<file path="src/rtl/uart_tx_serializer.sv">
// uart_tx_serializer
//   Transmit serializer for the UART. Accepts a parallel word over a
//   valid/ready handshake and shifts it out LSB-first on tx_o as:
//   start bit, DATA_BITS data bits, optional parity bit, 1 or 2 stop bits.
//   It drives the enable of the baud-rate generator for the whole frame
//   and advances one line bit per bit_done_i pulse.
//
// Ports
//   clk_i       system clock, rising edge
//   rstn_i      asynchronous active-low reset
//   tx_data_i   word to transmit
//   tx_valid_i  tx_data_i valid
//   tx_ready_o  word can be accepted (state == IDLE), combinational
//   baud_en_o   baud generator enable, high for the whole frame
//   bit_done_i  one-cycle end-of-bit pulse from the baud generator
//   tx_o        serial line, idle high
//   tx_busy_o   frame in progress
//   tx_done_o   one-cycle pulse when the last stop bit completes
module uart_tx_serializer #(
  parameter int DATA_BITS  = 8,
  parameter int PARITY_EN  = 0,
  parameter int PARITY_ODD = 0,
  parameter int STOP_BITS  = 1
) (
  input  logic                 clk_i,
  input  logic                 rstn_i,
  input  logic [DATA_BITS-1:0] tx_data_i,
  input  logic                 tx_valid_i,
  output logic                 tx_ready_o,
  output logic                 baud_en_o,
  input  logic                 bit_done_i,
  output logic                 tx_o,
  output logic                 tx_busy_o,
  output logic                 tx_done_o
);

  localparam int            IW        = $clog2(DATA_BITS);
  localparam logic [IW-1:0] LAST_IDX  = IW'(DATA_BITS - 1);
  // Value of the stop counter during the final stop bit.
  localparam logic          STOP_LAST = (STOP_BITS == 2);

  typedef enum logic [2:0] {
    S_IDLE,
    S_START,
    S_DATA,
    S_PARITY,
    S_STOP
  } state_t;

  state_t               state;
  logic [DATA_BITS-1:0] shreg;
  logic [IW-1:0]        bit_idx;
  logic                 stop_cnt;
  logic                 parity;

  assign tx_ready_o = (state == S_IDLE);

  // tx_o always carries the bit of the current state, so each transition
  // loads the line value of the bit being entered. baud_en_o drops in the
  // IDLE cycle between frames, which restarts the generator from zero and
  // gives the next start bit a full period.
  always_ff @(posedge clk_i or negedge rstn_i) begin
    if (!rstn_i) begin
      state     <= S_IDLE;
      shreg     <= '0;
      bit_idx   <= '0;
      stop_cnt  <= 1'b0;
      parity    <= 1'b0;
      tx_o      <= 1'b1;
      baud_en_o <= 1'b0;
      tx_busy_o <= 1'b0;
      tx_done_o <= 1'b0;
    end else begin
      tx_done_o <= 1'b0;
      case (state)
        S_IDLE: begin
          // bit_done_i is ignored here; the generator is disabled anyway.
          if (tx_valid_i) begin
            shreg     <= tx_data_i;
            parity    <= (^tx_data_i) ^ (PARITY_ODD != 0);
            state     <= S_START;
            tx_o      <= 1'b0;
            baud_en_o <= 1'b1;
            tx_busy_o <= 1'b1;
          end
        end
        S_START: begin
          if (bit_done_i) begin
            state   <= S_DATA;
            tx_o    <= shreg[0];
            bit_idx <= '0;
          end
        end
        S_DATA: begin
          if (bit_done_i) begin
            if (bit_idx != LAST_IDX) begin
              // shreg[0] is on the line; shreg[1] becomes the next bit.
              shreg   <= shreg >> 1;
              tx_o    <= shreg[1];
              bit_idx <= bit_idx + 1'b1;
            end else if (PARITY_EN != 0) begin
              state <= S_PARITY;
              tx_o  <= parity;
            end else begin
              state    <= S_STOP;
              tx_o     <= 1'b1;
              stop_cnt <= 1'b0;
            end
          end
        end
        S_PARITY: begin
          if (bit_done_i) begin
            state    <= S_STOP;
            tx_o     <= 1'b1;
            stop_cnt <= 1'b0;
          end
        end
        S_STOP: begin
          if (bit_done_i) begin
            if (stop_cnt == STOP_LAST) begin
              state     <= S_IDLE;
              baud_en_o <= 1'b0;
              tx_busy_o <= 1'b0;
              tx_done_o <= 1'b1;
            end else begin
              stop_cnt <= 1'b1;
            end
          end
        end
        default: begin
          state     <= S_IDLE;
          tx_o      <= 1'b1;
          baud_en_o <= 1'b0;
          tx_busy_o <= 1'b0;
        end
      endcase
    end
  end

endmodule

</file>
<file path="config.mk">
export PLATFORM = sky130hd
export DESIGN_NAME = uart_tx_serializer
export DESIGN_NICKNAME = d
export VERILOG_FILES = /design/src/rtl/uart_tx_serializer.sv
export SDC_FILE = /design/constraint.sdc
export NUM_CORES = 1
export LEC_CHECK = 0
export BUFFER_PORTS_ARGS = -buffer_cell sky130_fd_sc_hd__buf_4
export CORE_MARGIN = 8
export CORE_UTILIZATION = 47
export CTS_CLUSTER_SIZE = 30
export DETAILED_ROUTE_END_ITERATION = 16
export PLACE_DENSITY_LB_ADDON = 0.3
export SYNTH_ARGS = -nofsm -noshare
export SYNTH_HDL_FRONTEND = slang
export SYNTH_SLANG_ARGS = --single-unit
export TNS_END_PERCENT = 50
</file>
<file path="constraint.sdc">
create_clock -name clk_i -period 1.9 [get_ports clk_i]
set_input_delay 0.285 -clock clk_i [delete_from_list [all_inputs] [get_ports clk_i]]
set_output_delay 0.285 -clock clk_i [all_outputs]
set_load 0.1 [all_outputs]
</file>
# Word level (Yosys, flattened, before mapping)
# Cells that the tools add are included.
# W data, S select, Z words.
# totals
regBits,18
latch_bits,0
ram_bits,0
mem_bits_ro,0
output_inout_bits,5
n_memories,0
# classes
n_addsub,1
multipliers,0
div_mod_pow,0
order_cmp,0
eq_ne,13
shift,0
mux,35
bitwise_logic,2
reduce_logical,11
# op_table
operator,count
$mux W3,10
$mux W8,3
$mux W1,16
$ne A2 B2 Y1 const B,8
$pmux W8 S2,1
$pmux W3 S5,1
$reduce_and A4 Y1,3
$reduce_and A5 Y1,2
$reduce_and A7 Y1,1
$eq A3 B2 Y1 const B,2
$pmux W1 S3,2
$pmux W3 S2,1
$pmux W1 S5,1
$reduce_bool A2 Y1,2
$add A3 B1 Y3 const B,1
$eq A3 B1 Y1 const B,1
$eq A3 B3 Y1 const B,1
$logic_not A3 Y1,1
$ne A3 B3 Y1 const B,1
$reduce_bool A3 Y1,1
$reduce_or A3 Y1,1
$not A1 Y1,2

# Logic depth before layout (Yosys ltp)
# Gate-level depths: netlist of the first run.
# depth
word_depth,4
depth_mapped,5
mapped_depth_nobuf,5

# Worst setup path before layout of the first run
# No wires, ideal clock.
# synth_timing
path_type,flip-flop to output port
start,register state[1]
end,output tx_ready_o
arrival_time_ns,2.693
required_ns,1.615
setup_slack_ns,-1.078
stages_incl_launch_ff,3
path_buffers,1
path_cell_list,dfrtp_1 -> clkbuf_1 -> nor3_1
# synth_between
elab_chain_cells,1
# synth_lines
element,line,rtl
from (decl),50,state_t state;
from (signal assigned),64,state <= S_IDLE;
from (signal assigned),81,state <= S_START;
from (signal assigned),89,state <= S_DATA;
$logic_not A3 Y1,56,assign tx_ready_o = (state == S_IDLE);
to (decl),29,"output logic tx_ready_o,"
# Every way passes these cells.

# Final worst setup path of the first run
# layout_timing
start,register bit_idx[0]
end,register shreg[2]
# layout_between
elab_chain_cells,3
# layout_lines
element,line,rtl
from (decl),52,logic [IW-1:0] bit_idx;
from (signal assigned),100,bit_idx <= bit_idx + 1'b1;
$ne A3 B3 Y1,96,if (bit_idx != LAST_IDX) begin
$ne A2 B2 Y1 (no source line),n/a,
$reduce_and A4 Y1 (no source line),n/a,
to (signal assigned),79,shreg <= tx_data_i;
to (signal assigned),98,shreg <= shreg >> 1;
to (decl),51,logic [DATA_BITS-1:0] shreg;
# Every way passes these cells.
# A chain may end at the register's enable or synchronous reset.

==> run summary, run 1 <==
Slew @ Worst Pin -> 0.390 ns
Initial antenna violation count -> 0
Worst hold slack -> 0.181 ns
Net switching power -> 951 uW
Worst Hold Class -> in -> reg
1st-pass router iterations -> 5
Design Area, Final -> 1160 sq um
R2R cell count -> 5
Synth Area in Adders -> 0.0279
Mux cell area share after synthesis -> 0
Reg-to-Reg Start -> bit_idx[0]$_DFFE_PN0P_
Drt drc -> 0
Comb power frac -> 0.555
Crit Path Class -> reg -> reg
Leak -> 0.000505 uW
Pwr dens -> 1750 nW/um^2
Synth Area in Compound Gates -> 0.243
First-pass GRT wire length -> 3.23 mm
RR Endpoint -> shreg[2]$_DFFE_PN0P_
Largest family of logic cells by synthesized area -> compound AO/OA/AOI/OAI gates
Core area -> 1760 sq um
Yosys warning count -> 0
Die width -> 59.7 um
Seq/Total Area, Yosys -> 0.476
Fillers -> 164
Last element of the critical path -> shreg[2]$_DFFE_PN0P_
CP peak stage delay -> 0.57 ns
Final Critical Period -> 1.88 ns
Num ports -> 17
Std-Cell Rows -> 15
Setup Viol. Count Final -> 0
Slew Viols, Final -> 0
Clock transition at the registers of the reported paths -> 0.11 ns
Clk_lat worst skew -> 0.30 ns
Die Y -> 59.7 um
Crit path launch type -> register
DRT Wirelength -> 2.01 mm
Post-DP HPWL -> 1.35 mm
CP Max Fanout -> 7
Fmax -> 531 MHz
Drt initial violations -> 18
Nets -> 123
Vias/cell -> 5.75
FF+latch count, synth -> 17
Setup Skew -> 0.00687 ns
Clock buffer depth -> 2
Mapped cell area -> 896 sq um
Total Power -> 2020 uW
Share of layout cells above drive strength 1 -> 0.398
Num CTS Buffers -> 3
Worst EP arrival -> 2.12 ns
Non-filler cells, final -> 133
Instance area at placement -> 1080 sq um
Worst vdd ir -> 1.17 mV
Wirelength per Cell -> 15.1 um
Setup crit end kind -> register
Net Sw Frac -> 0.471
R2r setup slk -> 0.02 ns
Crit share post-route -> 0.991
CP max stage cell -> or4b_4
Starting density of the core -> 0.508
CP required -> 2.14 ns
Syn Inst Count -> 83
CTS tree -> built
Placed Instances -> 125
Sequential power share -> 0.346
Via count -> 765
Status -> complete, no violations
Max-Cap Viols -> 0
Clk pwr share -> 0.099
# diodes -> 0
DRT antenna net count -> 0
Avg Cell Area, Syn -> 10.8 sq um
Clock root buffer -> clkbuf_4
Synth Area in XOR/XNOR -> 0
Pint -> 1070 uW
DIE AREA -> 3560 sq um
CTS sink cnt -> 17
Number of buffers added on ports -> 16
Gr ovfl total -> 0
GPL Wtd Cong -> 0.801
Area grow syn2layout -> 29.1%
Setup crit start -> bit_idx[0]$_DFFE_PN0P_
Largest net degree at the start of global routing -> 18
Slew headroom -> 0.736
Vias in the first global route -> 721
Setup TNS -> 0 ns
Cell variety after synth -> 31
Synthesized Nets -> 97
Cell chain of the critical path -> ha_2 > ha_4 > or4b_4 > o21ai_4 > o221a_2
Simple-Gate Fraction of Synth Area -> 0.223
Fin. Hold Viols -> 0
Total track usage -> 0.121
Unrepaired setup endpoints after global routing -> true
H-tree levels -> 1
[Yosys cell counts (all sizes together)]
master | instances | area, sq um
nand3b | 1 | 7.51
o21a | 1 | 7.51
nand2b | 8 | 50.1
o31ai | 1 | 7.51
nor3 | 3 | 15.0
o2bb2a | 1 | 10.0
nand3 | 2 | 10.0
o22ai | 1 | 6.26
o221a | 7 | 78.8
nand2 | 6 | 22.5
nor2 | 2 | 7.51
buf | 1 | 7.51
clkbuf | 4 | 15.0
o41ai | 1 | 8.76
dfrtp | 16 | 400
o211a | 1 | 10.0
nor2b | 2 | 12.5
ha | 2 | 25.0
inv | 1 | 3.75
and3 | 1 | 6.26
a21oi | 4 | 20.0
o211ai | 2 | 15.0
dfstp | 1 | 26.3
o21ai | 7 | 46.3
o21bai | 1 | 7.51
or4bb | 1 | 11.3
or4b | 3 | 33.8
nor4b | 2 | 23.8
[power groups by stage]
stage | logic, uW | clock network [uW] | registers, uW
after detailed placement | 1070 | 0 | 694
final | 1120 | 201 | 699
after global routing | 1220 | 222 | 717
after floorplan | 730 | 0 | 767
after CTS | 1070 | 206 | 690
after global placement | 1050 | 0 | 687
[stage by stage]
step / utilization / setup slack [ns]
finish: 0.655 / 0.0174
CTS: 0.634 / 0.00665
global route: 0.655 / -0.0416
global placement: 0.613 / 0.0706
detailed placement: 0.613 / 0.0311
floorplan: - / 0.0942
[registers in the layout (all words and copies together), names as in the netlist]
name and cells:
tx_done_o 1, bit_idx 3, tx_busy_o 1, shreg 8
state 3, tx_o 1
[critical path, delay by kind of cell, from the launching register on]
kind,cells,cell delay [ns]
AO/OA/AOI/OAI,2,0.46
AND/OR/NAND/NOR,1,0.57
adder cells (fa/ha/maj),2,0.38
flip-flops,1,0.41
[layer usage]
| layer | wire length [um] | part of all wire | track usage | vias to the layer above |
|---|---|---|---|---|
| li1 | - | - | - | 362 |
| met1 | 890 | 0.44 | 0.142 | 380 |
| met2 | 980 | 0.49 | 0.185 | 19 |
| met3 | 115 | 0.057 | 0.0557 | 4 |
| met4 | 27 | 0.013 | 0.0510 | 0 |
| met5 | 0 | 0 | 0 | - |
[worst min-delay path by stage]
stage	cells past startpoint	slack (ns)	startpoint	end
finish	3	0.18	tx_data_i[7]	shreg[7]$_DFFE_PN0P_
global placement	1	0.16	rstn_i	tx_done_o$_DFF_PN0_
floorplan	0	-0.01	rstn_i	bit_idx[0]$_DFFE_PN0P_
global route	3	0.18	tx_data_i[7]	shreg[7]$_DFFE_PN0P_
CTS	3	0.18	tx_data_i[7]	shreg[7]$_DFFE_PN0P_
detailed placement	1	0.16	rstn_i	tx_done_o$_DFF_PN0_
[layout by cell type (no fill, tap or decap), types with 2 or more instances in the layout]
cell      netlist  layout
dfrtp_1        16      16
a21oi_1         4       4
o211ai_1        2       2
buf_4           1      25
nor3_1          3       2
nand2_1         6       6
nor2_1          2       2
or4b_1          2       2
nand2b_1        8       8
o21ai_0         6       6
nor2b_1         2       2
o221a_2         7       7
clkbuf_4        0       3
nand3_1         2       2
[what timing repair did]
item,CTS,global route
setup buffers,0,3
gates resized for setup,0,3
hold endpoints to repair,16,0
hold buffers,1,0
setup endpoints to repair,0,8
[cell type report]
type / instances / area [sq um] / share of cell area
Multi-Input combinational cell: 60 / 469 / 0.406
Sequential cell: 17 / 427 / 0.369
Timing Repair Buffer: 26 / 198 / 0.171
Tap cell: 25 / 31.3 / 0.0271
Clock buffer: 3 / 22.5 / 0.0195
Clock inverter: 1 / 5.00 / 0.00433
Inverter: 1 / 3.75 / 0.00325
[kinds of logic (layout without fill, tap and decap cells)]
group | count (synthesis) | in the layout
adders and majority gates | 2 | 2
AOI/OAI and AO/OA | 27 | 27
buffers and inverters | 6 | 31
DFF | 17 | 17
and+or+nand+nor | 31 | 31
Note: power is estimated with default switching activity, not from simulation.
==> run 2: changes to the inputs <==
--- a/config.mk
+++ b/config.mk
@@ -6,8 +6,10 @@
 export NUM_CORES = 1
 export LEC_CHECK = 0
 export BUFFER_PORTS_ARGS = -buffer_cell sky130_fd_sc_hd__buf_4
+export CELL_PAD_IN_SITES_DETAIL_PLACEMENT = 1
+export CELL_PAD_IN_SITES_GLOBAL_PLACEMENT = 1
 export CORE_MARGIN = 8
-export CORE_UTILIZATION = 47
+export CORE_UTILIZATION = 37
 export CTS_CLUSTER_SIZE = 30
 export DETAILED_ROUTE_END_ITERATION = 16
 export PLACE_DENSITY_LB_ADDON = 0.3
==> run summary, run 2 (synthesized netlist as in run 1, its figures left out) <==
Status -> complete, no violations
Num ports -> 17 (unchanged)
Worst hold slack -> 0.215 ns (+0.0340 ns)
Met1 Usage GRT -> 0.132 (-0.0100)
Clock transition at the registers of the reported paths -> 0.10 ns (about the same)
Most frequent cells in the layout -> 22 x buf_4, 16 x dfrtp_1, 8 x nand2b_1, 7 x o221a_2
Drt initial violations -> 29 (+11)
GPL Wtd Cong -> 0.768 (-4.1%)
Met3 global-route usage -> 0.0323 (-0.0234)
Vias in the first global route -> 800 (+11%)
Vias/cell -> 5.38 (-6.5%)
Num CTS Buffers -> 3 (unchanged)
Die Y -> 65.2 um (+9.3%)
Die width -> 65.2 um (+9.3%)
Fin. Hold Viols -> 0 (unchanged)
Worst Hold Class -> in -> reg
Gr ovfl total -> 0 (unchanged)
Largest net degree at the start of global routing -> 18 (unchanged)
Area grow syn2layout -> 27.8%
Setup slack at placement -> 0.0210 ns (-0.0100 ns)
Setup TNS -> 0 ns (unchanged)
Crit share post-route -> 0.972 (-0.0185)
Number of flip-flops in the largest register -> 8 (unchanged)
Reg-to-Reg Start -> bit_idx[0]$_DFFE_PN0P_
Fillers -> 291 (+77%)
Leak -> 0.000490 uW (-2.8%)
Clock root buffer -> clkbuf_4
# Post-CTS Setup Buffers -> 0 (unchanged)
Nets -> 120 (-2.4%)
Max-Cap Viols -> 0 (unchanged)
Fmax -> 541 MHz (+1.9%)
Std-Cell Rows -> 18 (+3)
CP Max Fanout -> 4 (-3)
Slew headroom -> 0.677 (-0.0597)
1st-pass router iterations -> 4 (-1)
Setup Skew -> 0.00192 ns (-0.00495 ns)
Pwr dens -> 1740 nW/um^2 (-0.32%)
Drt drc -> 0 (unchanged)
Crit Path Class -> reg -> reg
Clock buffer depth -> 2 (unchanged)
Biggest regs -> shreg: 8 flops, bit_idx: 3 flops, state: 3 flops
R2R cell count -> 6 (+1)
CTS tree -> built
CP required -> 2.13 ns (about the same)
DRT Wirelength -> 2.22 mm (+10%)
RR Endpoint -> bit_idx[0]$_DFFE_PN0P_
Placed Instances -> 130 (+4.0%)
Slew @ Worst Pin -> 0.483 ns (+0.0932 ns)
Slew Viols, Final -> 0 (unchanged)
DRT antenna net count -> 0 (unchanged)
H-tree levels -> 1 (unchanged)
Last element of the critical path -> bit_idx[0]$_DFFE_PN0P_
Setup crit start -> bit_idx[0]$_DFFE_PN0P_
CTS sink cnt -> 17 (unchanged)
Most common cell after layout, fill and taps aside -> buf_4
R2r setup slk -> 0.05 ns (+0.04 ns)
Core area -> 2390 sq um (+35%)
Top Usage Layer GRT -> met2
Via count -> 726 (-5.1%)
Largest Register -> shreg
Non-filler cells, final -> 135 (+1.5%)
Worst setup margin -> 0.0526 ns (+0.0352 ns)
First-pass GRT wire length -> 3.78 mm (+17%)
Initial antenna violation count -> 0 (unchanged)
Setup Viol. Count Final -> 0 (unchanged)
Total track usage -> 0.110 (-0.0109)
Wirelength per Cell -> 16.4 um (+8.6%)
Final Critical Period -> 1.85 ns (-0.0352 ns)
Met2 Use GR -> 0.182 (-0.00257)
Clk_lat worst skew -> 0.28 ns (-0.02 ns)
Number of buffers added on ports -> 16 (unchanged)
Crit path launch type -> register
DIE AREA -> 4250 sq um (+19%)
Share of layout cells above drive strength 1 -> 0.381 (-0.0172)
Setup crit end kind -> register
# diodes -> 0 (unchanged)
Post-DP HPWL -> 1.65 mm (+22%)
Worst vdd ir -> 0.997 mV (-15%)
Starting density of the core -> 0.375 (-0.133)
Worst EP arrival -> 2.07 ns (-0.05 ns)
[run 2: worst min path at each step]
stage	startpoint	endpoint	slack, ns	depth (start not counted)
after CTS	tx_data_i[7]	shreg[7]$_DFFE_PN0P_	0.21	3
after detailed placement	rstn_i	state[1]$_DFFE_PN0P_	0.17	1
after global routing	tx_data_i[7]	shreg[7]$_DFFE_PN0P_	0.23	3
final	tx_data_i[7]	shreg[7]$_DFFE_PN0P_	0.22	3
after global placement	rstn_i	state[1]$_DFFE_PN0P_	0.16	1
after floorplan	rstn_i	bit_idx[0]$_DFFE_PN0P_	-0.01	0
[run 2: power breakdown]
| part | internal (uW) | switching [uW] |
|---|---|---|
| clock network | 81.4 | 110 |
| logic | 438 | 674 |
| registers | 527 | 165 |
| total | 1050 | 949 |
[run 2: timing repair]
item / 4_1_cts / 5_1_grt
endpoints found under the setup margin: 1 / 8
resized for setup: 1 / 3
hold buffers: 1 / 0
endpoints found under the hold margin: 16 / 0
[run 2: area by class of cell]
class | count | area [sq um] | share of cell area
Clock buffer | 4 | 26.3 | 0.0230
Tap cell | 30 | 37.5 | 0.0328
Inverter | 1 | 3.75 | 0.00328
Sequential cell | 17 | 427 | 0.373
Timing Repair Buffer | 23 | 175 | 0.153
Multi-Input combinational cell | 60 | 475 | 0.415
[run 2: per-layer routing]
| layer | wire length (um) | part of all wire |
|---|---|---|
| met1 | 1020 | 0.46 |
| met2 | 1070 | 0.48 |
| met3 | 116 | 0.052 |
| met4 | 15 | 0.0068 |
| met5 | 0 | 0 |
[run 2: worst max-delay path, stage by stage (launching register included)]
cell and delay [ns]:
dfrtp_1 0.42, ha_2 0.21, ha_4 0.18, buf_4 0.14, or4b_1 0.49, o2bb2a_1 0.29
nand2_1 0.07
[run 2: through the flow]
stage	cell area [sq um]	utilization	total power, uW
2_1_floorplan	907	-	1500
3_3_place_gp	1090	0.455	1750
3_5_place_dp	1090	0.455	1800
4_1_cts	1130	0.472	2000
5_1_grt	1140	0.480	2140
6_report	1140	0.480	2000
